===== config.mk =====
export PLATFORM = sky130hd
export DESIGN_NAME = ltl_report_collector
export DESIGN_NICKNAME = d
export VERILOG_FILES = /design/src/rtl/ltl_report_collector.sv
export SDC_FILE = /design/constraint.sdc
export NUM_CORES = 1
export LEC_CHECK = 0
export ABC_AREA = 1
export CAP_MARGIN = 20
export CORE_MARGIN = 3
export CORE_UTILIZATION = 40
export DETAILED_ROUTE_END_ITERATION = 7
export PLACE_DENSITY = 0.66
export SKIP_CTS_REPAIR_TIMING = 1
export SLEW_MARGIN = 10
export SYNTH_ARGS = -nofsm -noshare
export SYNTH_HDL_FRONTEND = slang
export SYNTH_SLANG_ARGS = --single-unit

===== constraint.sdc =====
create_clock -name clk -period 3.7 [get_ports clk]
set_input_delay 0.37 -clock clk [delete_from_list [all_inputs] [get_ports clk]]
set_output_delay 0.37 -clock clk [all_outputs]
set_load 0.02 [all_outputs]

===== src/rtl/ltl_report_collector.sv =====
// Collects report vectors from one LTL automaton cluster into a timestamped FIFO.
// Also keeps sticky report flags, saturating event/drop counters and an overflow flag.
module ltl_report_collector #(
  parameter int NUM_REPORTS = 4,
  parameter int POS_WIDTH   = 16,
  parameter int FIFO_DEPTH  = 4,
  parameter int CNT_WIDTH   = 8
) (
  input  logic                   clk,
  input  logic                   reset,
  input  logic                   run,
  input  logic [NUM_REPORTS-1:0] report_vec,
  input  logic                   clear_sticky,
  output logic                   out_valid,
  input  logic                   out_ready,
  output logic [NUM_REPORTS-1:0] out_reports,
  output logic [POS_WIDTH-1:0]   out_pos,
  output logic [NUM_REPORTS-1:0] sticky_reports,
  output logic [CNT_WIDTH-1:0]   event_count,
  output logic [CNT_WIDTH-1:0]   drop_count,
  output logic                   overflow
);

  localparam int AW = $clog2(FIFO_DEPTH);
  localparam int EW = NUM_REPORTS + POS_WIDTH;

  logic [POS_WIDTH-1:0]   pos;
  logic [AW:0]            wr_ptr, rd_ptr, wr_nxt, rd_nxt;
  logic [EW-1:0]          mem [FIFO_DEPTH];
  logic [EW-1:0]          head_nxt;
  logic                   ev, full, pop, push, drop;
  logic [CNT_WIDTH-1:0]   ev_base, drop_base, ev_nxt, drop_nxt;
  logic [NUM_REPORTS-1:0] sticky_base;
  logic                   ovf_base;

  always_comb begin
    ev   = run && (report_vec != '0);
    full = (wr_ptr[AW] != rd_ptr[AW]) && (wr_ptr[AW-1:0] == rd_ptr[AW-1:0]);
    pop  = out_valid && out_ready;
    push = ev && (!full || pop);
    drop = ev && !push;
    wr_nxt = push ? wr_ptr + (AW+1)'(1) : wr_ptr;
    rd_nxt = pop  ? rd_ptr + (AW+1)'(1) : rd_ptr;

    // Outputs are registered, so the next head is chosen here; a lone new
    // entry has not reached mem yet and is taken straight from the inputs.
    head_nxt = '0;
    if (wr_nxt != rd_nxt) begin
      if (push && (rd_nxt[AW-1:0] == wr_ptr[AW-1:0]))
        head_nxt = {report_vec, pos};
      else
        head_nxt = mem[rd_nxt[AW-1:0]];
    end
  end

  // A clear coinciding with an event zeroes history first, then counts the event.
  always_comb begin
    ev_base     = clear_sticky ? '0 : event_count;
    drop_base   = clear_sticky ? '0 : drop_count;
    sticky_base = clear_sticky ? '0 : sticky_reports;
    ovf_base    = clear_sticky ? 1'b0 : overflow;
    ev_nxt      = ev_base;
    drop_nxt    = drop_base;
    if (push && (ev_base != '1))
      ev_nxt = ev_base + CNT_WIDTH'(1);
    if (drop && (drop_base != '1))
      drop_nxt = drop_base + CNT_WIDTH'(1);
  end

  always_ff @(posedge clk) begin
    if (!reset) begin
      pos            <= '0;
      wr_ptr         <= '0;
      rd_ptr         <= '0;
      out_valid      <= 1'b0;
      out_reports    <= '0;
      out_pos        <= '0;
      sticky_reports <= '0;
      event_count    <= '0;
      drop_count     <= '0;
      overflow       <= 1'b0;
    end else begin
      if (run)
        pos <= pos + POS_WIDTH'(1);
      wr_ptr         <= wr_nxt;
      rd_ptr         <= rd_nxt;
      out_valid      <= (wr_nxt != rd_nxt);
      out_reports    <= head_nxt[EW-1:POS_WIDTH];
      out_pos        <= head_nxt[POS_WIDTH-1:0];
      sticky_reports <= sticky_base | (run ? report_vec : '0);
      event_count    <= ev_nxt;
      drop_count     <= drop_nxt;
      overflow       <= ovf_base | drop;
    end
  end

  always_ff @(posedge clk) begin
    if (push)
      mem[wr_ptr[AW-1:0]] <= {report_vec, pos};
  end

endmodule


==> impl_metrics.toml <==
[outcome]
outcome = "completed"

[logic_synthesis]
synthAdderAreaFrac_pct = 1.66
synth_simple_gate_area_share_pct = 18.3
synth_sequential_area_ratio_pct = 61.0
ys_ff_latch = 144
yosys_warnings = 0
synthesis.nets = 665
synth_xor_area_share_pct = 0.870
netlist_area_mm2 = 0.00604
ys_top_cells_by_area = "edfxtp_1, dfxtp_1, nand2_1, nor2_1, o21ai_0"
synthDominantAreaCellType = "edfxtp_1"
synth.mux.area_fraction_pct = 0
synth_compound_area_share_pct = 11.1
yosys.area.top_type_share_pct = 39.8
synth_edf_count = 80
synth.avg_cell_area_um2 = 9.32
postSynth.asyncResetShare_pct = 0
synth_top_family_by_area = "simple AND/OR/NAND/NOR gates"
netlist_instances = 648
synth_top_flop_cell = "edfxtp_1"
synth.lib_cells_used.distinct = 33

[drt]
wl_met1_mm = 6.19
met3_wirelength_um = 778
highest_layer = "met4"
remaining_drc_errors = 0
detailedRoute.firstIterationViolations = 371
wirelength_mm = 13.7
vias_per_cell = 5.16
dr_total_vias = 4656
routed-wl-met2_mm = 6.47
ant_nets = 0
dr.pass1.iters = 5
routed_wire_length_per_instance_um = 15.2

[min_path]
worstHoldPathType = "register to register"
worstHoldPathCells = 2
hold_start = "sticky_reports[3]"

[finish]
most-common-layout-cells = "nand2_1, nor2_1, edfxtp_1"
filler_cell_count = 1323
mostFrequentLayoutCell = "nand2_1"
layout-area-overhead-vs-synth_pct = 21.1
share_of_layout_cells_above_drive_strength_1_pct = 8.91
ff_latch_area_mm2 = 0.00368
antenna_cells = 0
multiInputGateArea_mm2 = 0.00193
layout.nets = 722
final_design_area_no_fill_mm2 = 0.00731

[worst_setup_path]
required_ns = 3.97
cell_at_the_slowest_stage_of_the_critical_path = "clkdlybuf4s50_1"
worstPathCellList = "clkdlybuf4s50_1 -> nor2_1 -> ha_1 -> inv_1 -> nor3_1 -> inv_1 -> nor2_1 -> nand3_1 -> nand2_1 -> inv_2 -> a21oi_1 -> nor3_1"
critPathLaunchType = "primary input"
worstRegToRegCells = 12
timing.critical_path.slowest_cell_delay_ns = 0.65
rr_startpoint = "rd_ptr[1]"
timing_worst_setup_path_type = "primary input to register"
cp_max_fo = 12
cp_data_arrival_time_ns = 2.73
timing.critical_path.from = "clear_sticky"
critPathCaptureType = "register"

[run]
timing.max_cap.violations = 0

[placement]
port_buffers = 50
hpwlAfterDp_mm = 8.59
post_dp_cell_area_mm2 = 0.00673
routabilityCongestion = 0.852

[timing]
grt_setup_unrepaired = "false"
max_clock_freq_mhz = 406
period_share_pct = 66.5
slew_violations = 0
worst_clock_skew_ns = 0.00802
relSlewSlack_pct = 46.6
final_period_minus_worst_setup_slack_ns = 2.46
report.final.hold_viol_count = 0
actual_transition_at_the_worst_max_transition_pin_ns = 0.800
tns_ns = 0
fin_worst_hold_slack_ns = 0.466
setup_viol = 0

[clock_tree]
cts_htree_levels = 4
clk_transition_reported_paths_ns = 0.06
numCtsBuffers = 17
numClockSinks = 144
clockRootBuffer = "clkbuf_16"
cts_buffer_depth = 2
clock_latency_ns = 0.42
tritoncts_clock_tree = "built"

[grt]
gr-usage-all-layers_pct = 17.5
grt_start_max_net_pins = 41
grt_remaining_overflow = 0
antenna_found_initial = 0
number_of_global_route_vias_before_repair = 4696
grt_first_pass_wirelength_mm = 22.6

[power_and_ir_drop]
power.leakage_nw = 2.77
power.density_mw_per_mm2 = 541
peakVddDrop_mv = 0.323

[floorplanning]
std_cell_rows = 44
chip_height_um = 129
floorplan.io_pins = 51
die_w_um = 129
floorplan.die_area_mm2 = 0.0166
initial_utilization_pct = 41.2
area_of_the_core_region_mm2 = 0.0146
[worst paths after layout]
check,endpoint,slack (ns)
max,event_count[2],1.24
min,sticky_reports[3],0.47
max reg2reg,out_pos[2],1.35
min reg2reg,sticky_reports[3],0.47
[critical path: cells and delay by family]
| family | cells | cell delay, ns |
|---|---|---|
| and+or+nand+nor | 6 | 1.05 |
| AOI/OAI and AO/OA | 1 | 0.17 |
| buffers and inverters | 4 | 0.91 |
| adders and majority gates | 1 | 0.22 |
[logic make-up (layout without fill, tap and decap cells)]
| kind of cell | after synthesis | after routing |
|---|---|---|
| and+or+nand+nor | 268 | 268 |
| AOI/OAI and AO/OA | 121 | 121 |
| adders and majority gates | 8 | 8 |
| buffers and inverters | 101 | 171 |
| xor gates and xnor gates | 6 | 6 |
| DFF | 144 | 144 |
[flip-flops by register name, summed over array words and instances, names as in the netlist]
register	count
mem	80
out_pos	16
pos	16
drop_count	8
event_count	8
out_reports	4
sticky_reports	4
rd_ptr	3
wr_ptr	3
out_valid	1
overflow	1
[area by class of cell]
cell class	instances	area share, %
Sequential cell	144	50.4
Multi-Input combinational cell	403	26.4
Timing Repair Buffer	64	8.28
Clock buffer	18	6.01
Inverter	75	3.85
Tap cell	184	3.15
Clock inverter	14	1.88
[power breakdown]
group / total (mW) / internal [mW] / switching [mW]
clock network: 1.67 / 1.01 / 0.665
registers: 1.78 / 1.76 / 0.0274
logic: 0.497 / 0.177 / 0.321
total: 3.95 / 2.94 / 1.01
[per-stage QoR]
| step | power, mW | util [%] | cells | setup WS (ns) |
|---|---|---|---|---|
| floorplan | 2.14 | - | 648 | 1.44 |
| detailed placement | 2.31 | 46.0 | 870 | 0.851 |
| global route | 4.10 | 49.9 | 902 | 0.972 |
| global placement | 2.30 | 46.0 | 870 | 0.937 |
| finish | 3.95 | 49.9 | 902 | 1.24 |
| CTS | 3.99 | 49.9 | 902 | 1.30 |
[routing by layer]
metal  up-vias  global-route usage (%)
met1      2218                    21.5
met4         0                    9.82
met3        26                    4.65
li1       2273                       -
met2       139                    28.0
met5         -                       0
[synth_stat cells, types with 3 or more instances]
master / number
nand2_2: 3
nand2_1: 117
ha_1: 8
edfxtp_1: 80
o21ai_1: 7
nor3_1: 14
o22ai_1: 20
buf_2: 5
nor2_1: 103
dfxtp_1: 64
buf_6: 4
inv_2: 8
nand4_1: 8
nand3_1: 15
a21oi_1: 32
clkbuf_1: 14
o21ai_0: 54
xor2_1: 4
inv_1: 67
Note: power is estimated with default switching activity, not from simulation.
